==> config.mk <==
export PLATFORM = sky130hd
export DESIGN_NAME = regfile_wport_arbiter_flat
export DESIGN_NICKNAME = d
export VERILOG_FILES = /design/src/rtl/regfile_wport_arbiter_if.sv /design/src/rtl/regfile_wport_arbiter.sv /design/src/flat_wrapper.sv
export SDC_FILE = /design/constraint.sdc
export NUM_CORES = 1
export LEC_CHECK = 0
export CORE_UTILIZATION = 45
export CTS_CLUSTER_SIZE = 16
export DETAILED_ROUTE_END_ITERATION = 7
export GPL_TIMING_DRIVEN = 0
export PLACE_DENSITY = 0.82
export SYNTH_ARGS = -nofsm -noshare
export SYNTH_HDL_FRONTEND = slang
export SYNTH_SLANG_ARGS = --single-unit
==> constraint.sdc <==
create_clock -name clk -period 5.9 [get_ports clk]
set_clock_uncertainty 0.1 [all_clocks]
set_input_delay 0.59 -clock clk [delete_from_list [all_inputs] [get_ports clk]]
set_output_delay 0.59 -clock clk [all_outputs]
set_load 0.05 [all_outputs]
==> src/rtl/regfile_wport_arbiter_if.sv <==
// Signal bundle between the write-port arbiter and its neighbours: WB stage,
// long-latency unit, decode interlock and the register-file write port.
interface regfile_wport_arbiter_if #(
  parameter int DATA_W = 32
);
  logic              pipe_we;
  logic [4:0]        pipe_waddr;
  logic [DATA_W-1:0] pipe_wdata;

  logic              aux_valid;
  logic              aux_ready;
  logic [4:0]        aux_waddr;
  logic [DATA_W-1:0] aux_wdata;

  logic              aux_issue;
  logic [4:0]        aux_issue_addr;

  logic [4:0]        chk_src1;
  logic [4:0]        chk_src2;
  logic [4:0]        chk_dst;
  logic              stall_o;
  logic              pipe_hold_o;

  logic              wreg_en;
  logic [4:0]        wreg_addr;
  logic [DATA_W-1:0] wreg_data;

  modport master (
    output pipe_we, pipe_waddr, pipe_wdata,
    output aux_valid, aux_waddr, aux_wdata,
    output aux_issue, aux_issue_addr,
    output chk_src1, chk_src2, chk_dst,
    input  aux_ready, stall_o, pipe_hold_o,
    input  wreg_en, wreg_addr, wreg_data
  );

  modport slave (
    input  pipe_we, pipe_waddr, pipe_wdata,
    input  aux_valid, aux_waddr, aux_wdata,
    input  aux_issue, aux_issue_addr,
    input  chk_src1, chk_src2, chk_dst,
    output aux_ready, stall_o, pipe_hold_o,
    output wreg_en, wreg_addr, wreg_data
  );
endinterface

==> src/rtl/regfile_wport_arbiter.sv <==
// Register-file write-port arbiter: WB stage has fixed priority, long-latency
// results wait in a small FIFO; a pending scoreboard drives the decode stall.
module regfile_wport_arbiter #(
  parameter int AUX_DEPTH    = 2,
  parameter int STARVE_LIMIT = 4,
  parameter int DATA_W       = 32
) (
  input  logic                    clk,
  input  logic                    rst,
  regfile_wport_arbiter_if.slave  bus
);

  localparam int PTR_W    = (AUX_DEPTH > 1) ? $clog2(AUX_DEPTH) : 1;
  localparam int CNT_W    = $clog2(AUX_DEPTH + 1);
  localparam int STARVE_W = $clog2(STARVE_LIMIT + 1);

  typedef struct packed {
    logic [4:0]        addr;
    logic [DATA_W-1:0] data;
  } aux_entry_t;

  aux_entry_t         fifo_mem [AUX_DEPTH];
  logic [PTR_W-1:0]   rd_ptr, rd_ptr_next;
  logic [PTR_W-1:0]   wr_ptr, wr_ptr_next;
  logic [CNT_W-1:0]   fifo_cnt, fifo_cnt_next;

  logic [31:0]        pending, pending_next;
  logic [STARVE_W-1:0] starve_cnt, starve_cnt_next;
  logic               hold_q, hold_next;

  logic               wreg_en_q, wreg_en_next;
  logic [4:0]         wreg_addr_q, wreg_addr_next;
  logic [DATA_W-1:0]  wreg_data_q, wreg_data_next;

  logic               fifo_empty;
  logic               fifo_full;
  logic               slot_free;
  logic               do_push;
  logic               do_pop;
  aux_entry_t         head;

  assign fifo_empty = (fifo_cnt == '0);
  assign fifo_full  = (fifo_cnt == CNT_W'(AUX_DEPTH));
  assign head       = fifo_mem[rd_ptr];

  // A WB write to r0 never reaches the regfile, so it leaves the slot usable.
  assign slot_free  = !bus.pipe_we || (bus.pipe_waddr == 5'd0);
  assign do_pop     = slot_free && !fifo_empty;
  assign do_push    = bus.aux_valid && !fifo_full && (bus.aux_waddr != 5'd0);

  assign bus.aux_ready   = !fifo_full;
  assign bus.pipe_hold_o = hold_q;
  assign bus.wreg_en     = wreg_en_q;
  assign bus.wreg_addr   = wreg_addr_q;
  assign bus.wreg_data   = wreg_data_q;

  assign bus.stall_o = ((bus.chk_src1 != 5'd0) && pending[bus.chk_src1]) ||
                       ((bus.chk_src2 != 5'd0) && pending[bus.chk_src2]) ||
                       ((bus.chk_dst  != 5'd0) && pending[bus.chk_dst]);

  // Write-port source selection.
  always_comb begin
    // NOTE: every always_comb output gets a default first so no path leaves it
    // unassigned; otherwise synthesis infers a latch.
    wreg_en_next   = 1'b0;
    wreg_addr_next = wreg_addr_q;
    wreg_data_next = wreg_data_q;
    if (!slot_free) begin
      wreg_en_next   = 1'b1;
      wreg_addr_next = bus.pipe_waddr;
      wreg_data_next = bus.pipe_wdata;
    end else if (!fifo_empty) begin
      wreg_en_next   = 1'b1;
      wreg_addr_next = head.addr;
      wreg_data_next = head.data;
    end
  end

  // FIFO pointers and occupancy.
  always_comb begin
    rd_ptr_next   = rd_ptr;
    wr_ptr_next   = wr_ptr;
    fifo_cnt_next = fifo_cnt;
    if (do_pop)  rd_ptr_next = rd_ptr + PTR_W'(1);
    if (do_push) wr_ptr_next = wr_ptr + PTR_W'(1);
    case ({do_push, do_pop})
      2'b10:   fifo_cnt_next = fifo_cnt + CNT_W'(1);
      2'b01:   fifo_cnt_next = fifo_cnt - CNT_W'(1);
      default: fifo_cnt_next = fifo_cnt;
    endcase
  end

  // Scoreboard: the clear is applied before the set so a same-edge issue wins.
  always_comb begin
    pending_next = pending;
    if (do_pop) pending_next[head.addr] = 1'b0;
    if (bus.aux_issue && (bus.aux_issue_addr != 5'd0))
      pending_next[bus.aux_issue_addr] = 1'b1;
  end

  // Starvation: count blocked cycles with work queued; hold is sticky until a pop.
  always_comb begin
    starve_cnt_next = starve_cnt;
    hold_next       = hold_q;
    if (do_pop) begin
      starve_cnt_next = '0;
      hold_next       = 1'b0;
    end else if (!fifo_empty) begin
      if (starve_cnt < STARVE_W'(STARVE_LIMIT))
        starve_cnt_next = starve_cnt + STARVE_W'(1);
      if (starve_cnt_next >= STARVE_W'(STARVE_LIMIT))
        hold_next = 1'b1;
    end
  end

  // NOTE: sequential state uses non-blocking assignments so every register
  // samples the pre-edge values regardless of block ordering.
  always_ff @(posedge clk or negedge rst) begin
    if (!rst) begin
      rd_ptr      <= '0;
      wr_ptr      <= '0;
      fifo_cnt    <= '0;
      pending     <= '0;
      starve_cnt  <= '0;
      hold_q      <= 1'b0;
      wreg_en_q   <= 1'b0;
      wreg_addr_q <= '0;
      wreg_data_q <= '0;
    end else begin
      rd_ptr      <= rd_ptr_next;
      wr_ptr      <= wr_ptr_next;
      fifo_cnt    <= fifo_cnt_next;
      pending     <= pending_next;
      starve_cnt  <= starve_cnt_next;
      hold_q      <= hold_next;
      wreg_en_q   <= wreg_en_next;
      wreg_addr_q <= wreg_addr_next;
      wreg_data_q <= wreg_data_next;
    end
  end

  // NOTE: the entry storage has no reset; resetting the pointers and count
  // already makes every stale entry unreachable.
  always_ff @(posedge clk) begin
    if (do_push) fifo_mem[wr_ptr] <= '{addr: bus.aux_waddr, data: bus.aux_wdata};
  end

endmodule

==> src/flat_wrapper.sv <==
// flat-port wrapper written by rule: the top's interface ports become plain ports
module regfile_wport_arbiter_flat 
#(
  parameter int AUX_DEPTH    = 2,
  parameter int STARVE_LIMIT = 4,
  parameter int DATA_W       = 32
)
  (clk, rst, bus_pipe_we, bus_pipe_waddr, bus_pipe_wdata, bus_aux_valid, bus_aux_waddr, bus_aux_wdata, bus_aux_issue, bus_aux_issue_addr, bus_chk_src1, bus_chk_src2, bus_chk_dst, bus_aux_ready, bus_stall_o, bus_pipe_hold_o, bus_wreg_en, bus_wreg_addr, bus_wreg_data);
  regfile_wport_arbiter_if #(.DATA_W(DATA_W)) bus_i ();
  input  logic clk;
  input  logic rst;
  input wire logic [$bits(bus_i.pipe_we)-1:0] bus_pipe_we;
  input wire logic [$bits(bus_i.pipe_waddr)-1:0] bus_pipe_waddr;
  input wire logic [$bits(bus_i.pipe_wdata)-1:0] bus_pipe_wdata;
  input wire logic [$bits(bus_i.aux_valid)-1:0] bus_aux_valid;
  input wire logic [$bits(bus_i.aux_waddr)-1:0] bus_aux_waddr;
  input wire logic [$bits(bus_i.aux_wdata)-1:0] bus_aux_wdata;
  input wire logic [$bits(bus_i.aux_issue)-1:0] bus_aux_issue;
  input wire logic [$bits(bus_i.aux_issue_addr)-1:0] bus_aux_issue_addr;
  input wire logic [$bits(bus_i.chk_src1)-1:0] bus_chk_src1;
  input wire logic [$bits(bus_i.chk_src2)-1:0] bus_chk_src2;
  input wire logic [$bits(bus_i.chk_dst)-1:0] bus_chk_dst;
  output wire logic [$bits(bus_i.aux_ready)-1:0] bus_aux_ready;
  output wire logic [$bits(bus_i.stall_o)-1:0] bus_stall_o;
  output wire logic [$bits(bus_i.pipe_hold_o)-1:0] bus_pipe_hold_o;
  output wire logic [$bits(bus_i.wreg_en)-1:0] bus_wreg_en;
  output wire logic [$bits(bus_i.wreg_addr)-1:0] bus_wreg_addr;
  output wire logic [$bits(bus_i.wreg_data)-1:0] bus_wreg_data;
  assign bus_i.pipe_we = bus_pipe_we;
  assign bus_i.pipe_waddr = bus_pipe_waddr;
  assign bus_i.pipe_wdata = bus_pipe_wdata;
  assign bus_i.aux_valid = bus_aux_valid;
  assign bus_i.aux_waddr = bus_aux_waddr;
  assign bus_i.aux_wdata = bus_aux_wdata;
  assign bus_i.aux_issue = bus_aux_issue;
  assign bus_i.aux_issue_addr = bus_aux_issue_addr;
  assign bus_i.chk_src1 = bus_chk_src1;
  assign bus_i.chk_src2 = bus_chk_src2;
  assign bus_i.chk_dst = bus_chk_dst;
  assign bus_aux_ready = bus_i.aux_ready;
  assign bus_stall_o = bus_i.stall_o;
  assign bus_pipe_hold_o = bus_i.pipe_hold_o;
  assign bus_wreg_en = bus_i.wreg_en;
  assign bus_wreg_addr = bus_i.wreg_addr;
  assign bus_wreg_data = bus_i.wreg_data;
  regfile_wport_arbiter #(.AUX_DEPTH(AUX_DEPTH), .STARVE_LIMIT(STARVE_LIMIT), .DATA_W(DATA_W)) u_core (.clk(clk), .rst(rst), .bus(bus_i));
endmodule
== Word-level counts from Yosys, hierarchy flattened ==
Memories as Yosys holds them, arrays and structs flattened.
Cells that the tools add are included.

* Word-level logic and storage cells: 86
* Memories kept: 1
* Input bits: 99
* Output and inout bits: 41
* Register bits after elaboration: 78
* RAM bits: 74

* Bitwise gates (word level): 3
* Equality and inequality tests: 5
* Add/subtract/negate cells: 5
* Multiplexer cells: 29
* Reductions and logical operators: 25
* $lt $le $gt $ge: 9

{| class="wikitable"
|+ Memory list
! name !! words !! bits a word !! rd ports !! clocked after Yosys merged registers in !! write ports !! line !! source
|-
| u_core.fifo_mem || 2 || 37 || 1 || 0 || 1 || regfile_wport_arbiter.sv:22 || <nowiki>aux_entry_t fifo_mem [AUX_DEPTH];</nowiki>
|}

{| class="wikitable"
|+ Operators by type and width
! cell !! count
|-
| 32-bit two-way mux || 4
|-
| 32-bit bitwise AND || 1
|-
| 32-bit inverter || 1
|-
| 32-bit bitwise OR || 1
|-
| 5-bit by 6-bit less-than comparator with 1-bit output, second input constant || 5
|-
| 5-bit nonzero test || 5
|-
| 1-bit binary-select mux with 5-bit select || 3
|-
| 3-bit two-way mux || 5
|-
| 1-bit two-way mux || 12
|-
| 1-bit demux with 5-bit select || 2
|-
| 5-bit by 1-bit >= comparator with 1-bit output, second input constant || 2
|-
| 5-bit two-way mux || 2
|-
| 1-bit logical AND || 9
|-
| 5-bit zero test || 1
|-
| 2-bit equality test, second input constant || 2
|-
| 2-bit != test, second input constant || 2
|-
| 2-bit case mux with 2 select lines || 1
|-
| 2-bit nonzero test || 2
|-
| 3-bit by 1-bit adder with 3-bit output, second input constant || 1
|-
| 3-bit >= comparator, second input constant || 1
|-
| 1-bit zero test || 3
|-
| 1-bit logical OR || 3
|-
| 3-bit less-than comparator, second input constant || 1
|-
| 1-bit adder, second input constant || 2
|-
| other kinds (5) || 5
|}

== Longest topological paths before layout ==
An unclocked memory read counts as a cell.

* Word-level depth: 10
* Depth in mapped cells: 8
* Mapped depth without buffers: 7

== Least setup slack after synthesis ==
Ideal clock, no wire load.

* Path type: register to register
* Start: register u_core.fifo_cnt[0]
* End: memory u_core.fifo_mem[0][0] (netlist bit), enable pin
* Path slack: 2.615 ns
* Setup time: 0.431 ns
* Required time: 5.369 ns
* Stages on the path, launching flop included: 4
* Buffers on the path: 0
* Arrival: 2.754 ns
* Path through: dfrtp_1 -> nand2b_1 -> o211ai_1 -> nor2_1

* Longest elaborated chain between the ends: 6

{| class="wikitable"
|+ Ends and longest elaborated chain
! item !! line !! source
|-
| start, declared || regfile_wport_arbiter.sv:25 || <nowiki>logic [CNT_W-1:0] fifo_cnt, fifo_cnt_next;</nowiki>
|-
| start signal, assigned || regfile_wport_arbiter.sv:132 || <nowiki>fifo_cnt <= fifo_cnt_next;</nowiki>
|-
| 2-bit equality test || regfile_wport_arbiter.sv:43 || <nowiki>assign fifo_full = (fifo_cnt == CNT_W'(AUX_DEPTH));</nowiki>
|-
| 1-bit zero test || -- ||
|-
| via bus_aux_ready || flat_wrapper.sv:23 || <nowiki>output wire logic [$bits(bus_i.aux_ready)-1:0] bus_aux_ready;</nowiki>
|-
| 1-bit logical AND (2 in series) || regfile_wport_arbiter.sv:49 || <nowiki>assign do_push = bus.aux_valid && !fifo_full && (bus.aux_waddr != 5'd0);</nowiki>
|-
| 1-bit two-way mux || regfile_wport_arbiter.sv:145 || <nowiki>if (do_push) fifo_mem[wr_ptr] <= '{addr: bus.aux_waddr, data: bus.aux_wdata};</nowiki>
|-
| 1-bit two-way mux (implied by the code) || regfile_wport_arbiter.sv:145 ||
|-
| end, declared || regfile_wport_arbiter.sv:22 ||
|}

The timed path passes the listed nets, and every way through them passes these cells.

== Final worst setup path ==
* Start: input bus_chk_src2[1]
* End: output bus_stall_o

* Longest elaborated chain between the ends: 5
* Elaborated cells between the ends (all ways): 6

{| class="wikitable"
|+ Ends and longest elaborated chain
! item !! line !! source
|-
| start, declared || flat_wrapper.sv:21 || <nowiki>input wire logic [$bits(bus_i.chk_src2)-1:0] bus_chk_src2;</nowiki>
|-
| 1-bit binary-select mux with 5-bit select || regfile_wport_arbiter.sv:58 || <nowiki>((bus.chk_src2 != 5'd0) && pending[bus.chk_src2]) ||</nowiki>
|-
| 1-bit two-way mux (implied by the code) || regfile_wport_arbiter.sv:58 ||
|-
| 1-bit logical AND * || regfile_wport_arbiter.sv:58 ||
|-
| 1-bit logical OR * || regfile_wport_arbiter.sv:57 || <nowiki>assign bus.stall_o = ((bus.chk_src1 != 5'd0) && pending[bus.chk_src1]) ||</nowiki>
|-
| 1-bit logical OR * || regfile_wport_arbiter.sv:58 ||
|-
| end, declared || flat_wrapper.sv:24 || <nowiki>output wire logic [$bits(bus_i.stall_o)-1:0] bus_stall_o;</nowiki>
|}

Every way passes the cells marked *; elsewhere a longest branch is shown, timed or not. The select of a mux whose other input is x is not followed.

==> metrics.cfg <==
[synth]
synth_top_area_share_pct = 32.4
ys.flop_type = dfrtp_1
yosys.area.top_type = edfxtp_1
synth.top_cells.by_area = edfxtp_1, dfrtp_1, o21ai_0
avgSynthCellArea_um2 = 12.0
synthDistinctLibCells = 39
synth_seq_cells = 152
synth_edf_count = 74
async_flop_share_pct = 51.3
syn-num-nets = 672
seq_area_frac_synth_pct = 60.9
postSynthCellCount = 571
ys_warn_count = 0
syn-cell-area_um2 = 6860

[cts]
clock_latency_ns = 0.42
clk_pin_slew_ns = 0.06
clockBufferDepth = 2
cts-htree-levels = 4
numClockSinks = 152
cts_tree = done
cts_resized = 0
root_buffer = clkbuf_16
numCtsBuffers = 17

[timing]
fin_tns_setup_ns = 0
period_share_pct = 62.4
max_clock_freq_ghz = 0.272
worst_pin_slew_ns = 0.683
hold_violations = 0
rsz0062_at_grt = no
min_period_ns = 3.68
finalSetupViolations = 0
slew_headroom_pct = 54.3
drv_slew = 0

[floorplanning]
core-area_um2 = 14700
initial_core_util_pct = 46.6
die_area_um2 = 15700
io_pins = 140
die_w_um = 125
fp.dieH_um = 125
num_rows = 44

[cells_and_area]
layout_commonest_cell = clkdlybuf4s50_1
antenna_cells = 0
finalNonFillerCells = 923
fin_util_pct = 61.9
syn2layout_area_growth_pct = 32.8
layout_common_cells = clkdlybuf4s50_1, o21ai_0, dfrtp_1, edfxtp_1, nand2_1
layout-drive-gt1-share_pct = 9.47
fin_nets = 827

[route]
drt_iter0_markers = 310
num_vias = 5418
wl_per_cell_um = 19.9
drc = 6
firstDrtPassIters = 8
drt_wl_total_mm = 18.3
viasPerCell = 5.87
ant_nets = 0

[run_status]
status = complete, but fails checks
violations = DRC

[global_routing]
grt_pass1_vias = 5585
gr-total-overflow = 0
grt_pass1_wl_mm = 28.8
grt.total_usage_pct = 24.0
antenna_found_initial = 0
grt_max_degree = 58

[job]
max_cap_violations = 0

[setup_path]
cp_max_fo = 7
crit_path_end_kind = output pin
startpoint_type = primary input
cp_data_arrival_time_ns = 2.99
crit_required_ns = 5.21
path_class = in -> out

[placement]
numPortBuffers = 132
gp_congestion = 0.856
dp_hpwl_mm = 13.1
dp_cells = 890

[power_and_ir_drop]
netSwitchingFraction_pct = 37.9
p_switching_mw = 1.72
seqPwrFrac_pct = 37.6
clkPwrFrac_pct = 23.4
p_per_area_nw_per_um2 = 498
p_int_mw = 2.82
leakagePower_nw = 3.48
power_mw = 4.53
combPwrFrac_pct = 39.0
ir_worst_vdd_mv = 0.359

[min_path]
min_path_type = reg -> reg

-- worst paths after layout --
kind / start / endpoint / slack (ns) / depth (start not counted)
worst min-delay path: u_core.pending[0] / u_core.pending[0] / 0.42 / 1
min in group asynchronous: rst / u_core.pending[20] / 0.51 / 2
worst max-delay path: bus_chk_src2[1] / bus_stall_o / 2.22 / 7
worst max register to register: u_core.fifo_cnt[0] / u_core.fifo_cnt[1] / 3.46 / 7
worst min register to register: u_core.pending[0] / u_core.pending[0] / 0.42 / 1
max in group asynchronous: rst / u_core.bus.wreg_data[24] / 4.60 / 3
-- state kept, by name (all words and copies together), names as in the netlist --
name / cells
u_core.wr_ptr: 1
u_core.fifo_cnt: 2
u_core.bus.wreg_addr: 5
u_core.rd_ptr: 1
u_core.pending: 32
u_core.fifo_mem: 74
u_core.starve_cnt: 3
u_core.bus.wreg_en: 1
u_core.bus.pipe_hold_o: 1
u_core.bus.wreg_data: 32
-- kinds of logic (layout without fill, tap and decap cells) --
| family | Yosys count | count (layout) | synth area share, % |
|---|---|---|---|
| AO/OA/AOI/OAI | 163 | 163 | 12.8 |
| flip-flops | 152 | 152 | 60.9 |
| AND/OR/NAND/NOR | 146 | 146 | 9.78 |
| multiplexers | 67 | 67 | 13.3 |
| buffers and inverters | 36 | 204 | 2.23 |
| XOR/XNOR | 5 | 5 | 0.639 |
| adder cells (fa/ha/maj) | 2 | 2 | 0.365 |
-- cells in the mapped netlist (7+ instances only) --
cell / number
clkbuf_1: 23
mux4_2: 19
dfrtp_1: 78
a21oi_1: 40
buf_2: 8
o21ai_0: 89
mux2i_1: 43
edfxtp_1: 74
nor2_1: 43
o21ai_1: 13
nand2b_1: 8
nand2_1: 55
nand3_1: 7
nor2b_1: 14
-- power by group through the flow --
stage | clock [mW] | sequential, mW | combinational, mW
after global placement | 0 | 1.69 | 1.66
after CTS | 1.07 | 1.69 | 1.77
after global routing | 1.12 | 1.74 | 1.90
final | 1.06 | 1.70 | 1.77
after detailed placement | 0 | 1.71 | 1.75
after floorplan | 0 | 1.95 | 0.869
-- critical path: stages --
cell and delay (ns):
clkdlybuf4s50_1 0.67, mux4_2 0.35, o211ai_1 0.17, a21oi_1 0.06, nor4_1 0.30, nand4_1 0.13, clkdlybuf4s50_1 0.71
-- cell type report --
type / instances / area, um2
fillers: 1122 / 5600
clock inverters: 4 / 27.5
well taps: 184 / 230
repair buffers: 136 / 1400
multi-input cells: 383 / 2540
clock buffers: 28 / 571
inverters: 4 / 15.0
plain buffers: 32 / 138
flip-flops and latches: 152 / 4170
-- per-stage QoR --
step | area, um2 | hold slack, ns | setup WS [ns]
global route | 9100 | 0.439 | 2.09
global placement | 8410 | 0.369 | 1.48
floorplan | 6860 | 0.194 | 2.61
CTS | 9100 | 0.414 | 2.22
finish | 9100 | 0.419 | 2.22
detailed placement | 8500 | 0.395 | 2.23
-- repair_timing --
action	4_1_cts	5_1_grt
hold buffers	1	0
setup buffers	0	0
hold endpoints to repair	21	0
-- layer usage --
metal  wire [um]  part of all wire [%]  vias up  track usage, %
li1            -                     -     2437               -
met1        7110                    39     2698            27.6
met2        9440                    52      244            41.4
met3        1280                   7.0       39            6.59
met4         493                   2.7        0            11.1
met5           0                     0        -               0
Power figures use the tool's default switching activity.
==> variant, RTL diff (config.mk and constraints unchanged) <==
Take the reset off `pending`, `wreg_addr_q` and `wreg_data_q` and load them in a clocked block of their own.
--- a/src/rtl/regfile_wport_arbiter.sv
+++ b/src/rtl/regfile_wport_arbiter.sv
@@ -120,23 +120,23 @@
       rd_ptr      <= '0;
       wr_ptr      <= '0;
       fifo_cnt    <= '0;
-      pending     <= '0;
       starve_cnt  <= '0;
       hold_q      <= 1'b0;
       wreg_en_q   <= 1'b0;
-      wreg_addr_q <= '0;
-      wreg_data_q <= '0;
     end else begin
       rd_ptr      <= rd_ptr_next;
       wr_ptr      <= wr_ptr_next;
       fifo_cnt    <= fifo_cnt_next;
-      pending     <= pending_next;
       starve_cnt  <= starve_cnt_next;
       hold_q      <= hold_next;
       wreg_en_q   <= wreg_en_next;
-      wreg_addr_q <= wreg_addr_next;
-      wreg_data_q <= wreg_data_next;
     end
+  end
+
+  always_ff @(posedge clk) begin
+    pending     <= pending_next;
+    wreg_addr_q <= wreg_addr_next;
+    wreg_data_q <= wreg_data_next;
   end
 
   // NOTE: the entry storage has no reset; resetting the pointers and count
Behaviour: not the same (Yosys sat finds a counterexample within 4 cycles, from zero or initial values and one cycle with rst low).
==> variant against the original RTL <==
Synthesized area is 4.4% lower; routed wire length is 7.6% lower; total power is 2.7% lower; critical path depth stayed put; design area is 3.4% lower; setup slack worse by 0.27 ns; sequential cell count stayed put; count of clock-buffer cells in the layout is 10 lower; combinational power is 13% lower.
==> variant: results (changes against the original RTL) <==
* Outcome: finished clean
* Xor and xnor area share after synthesis at 0.668% (+0.029 points)
* FILL cells at 998 (-11%)
* DR iter-0 viols at 492 (+59%)
* DP Wirelength at 12.1 mm (-7.6%)
* Worst reg2reg path depth at 5 (-2)
* Post-synthesis mux area share at 13.8% (+0.42 points)
* Sw Ratio at 35.1% (-2.8 points)
* DRC viols at 0 (-6)
* Worst reg2reg endpoint: u_core.bus.wreg_data[7]
* Synth Area in Compound Gates at 10.7% (-2.1 points)
* Highest ir drop seen on vdd at 0.297 mV (-17%)
* Lkg Pwr at 0.00317 uW (-8.9%)
* Layout cell share with drive strength beyond 1 at 9.83% (+0.36 points)
* Endpoint of the worst hold path: u_core.pending[0]
* Slew HR at 49.6% (-4.7 points)
* Launching point of the worst reg2reg path: u_core.rd_ptr
* Min-delay src: u_core.pending[0]
* Area of placed instances at 8190 sq um (-3.6%)
* Async S/R FF share, synth at 5.92% (-45 points)
* Ys flop type: edfxtp_1
* R2R setup slack at 3.48 ns (+0.02 ns)
* First-pass GRT wire length at 26.6 mm (-7.4%)
* Vias in the first global route at 4955 (-11%)
* Critical path arrival at 3.26 ns (+0.27 ns)
* Area contributors post-synth: edfxtp_1 (51%), dfxtp_1 (9.8%), mux2i_1 (6.7%)
* Global placer's final weighted congestion at 0.908 (+6.1%)
* Number of synthesized flops with an enable pin at 111 (+50%)
* Wire length on met1 at 6.61 mm (-7.1%)
* Post-DR vias/cell at 5.69 (-3.1%)
* Adder-Cell Fraction of Synth Area at 0.382% (+0.017 points)
variant: cell types whose count changed after synthesis, moves of 32 or more:
cell	before	now
o21ai_1	13	46
o21ai_0	89	44
a21oi_1	40	7
dfxtp_1	0	32
edfxtp_1	74	111
dfrtp_1	78	9
variant: cell families after synthesis:
family          Yosys count
mux                      67
flops                   152
compound gates          122
xor+xnor                  5
buf+inv                  28
fa+ha+maj                 2
simple gates            119
variant: stage by stage:
step	hold WS, ns	utilization [%]	total power (uW)	worst slack [ns]
2_1_floorplan	0.194	-	2740	2.61
3_3_place_gp	0.337	57.7	3210	1.46
3_5_place_dp	0.348	58.3	3300	1.94
4_1_cts	0.356	62.7	4430	1.93
5_1_grt	0.386	62.7	4610	1.81
6_report	0.368	62.7	4410	1.95
variant: power groups by stage:
stage                     combinational (uW)  sequential (uW)  clock, uW
after global routing                    1640             1800       1170
final                                   1540             1760       1110
after CTS                               1540             1760       1130
after detailed placement                1530             1770          0
after floorplan                          681             2060          0
after global placement                  1460             1750          0
variant: final cells by class:
cell class                 count  area share [%]
timing repair buffer         135            15.8
clock buffer                  18            4.88
multi-input combinational    315            25.7
buffer                        22            1.09
clock inverter                13            2.05
sequential                   152            47.7
inverter                       6           0.256
tap                          180            2.56
variant: per-layer routing:
| layer | vias to the layer above | global-route usage, % |
|---|---|---|
| met2 | 209 | 41.5 |
| met5 | - | 0 |
| met4 | 0 | 7.09 |
| met1 | 2351 | 28.5 |
| met3 | 22 | 7.43 |
| li1 | 2202 | - |
variant: worst max-delay path by stage:
stage | slack (ns) | to
floorplan | 2.61 | u_core.fifo_mem[0][0]
global placement | 1.46 | u_core.fifo_mem[1][1]
detailed placement | 1.94 | bus_stall_o
CTS | 1.93 | bus_stall_o
global route | 1.81 | bus_stall_o
finish | 1.95 | bus_stall_o
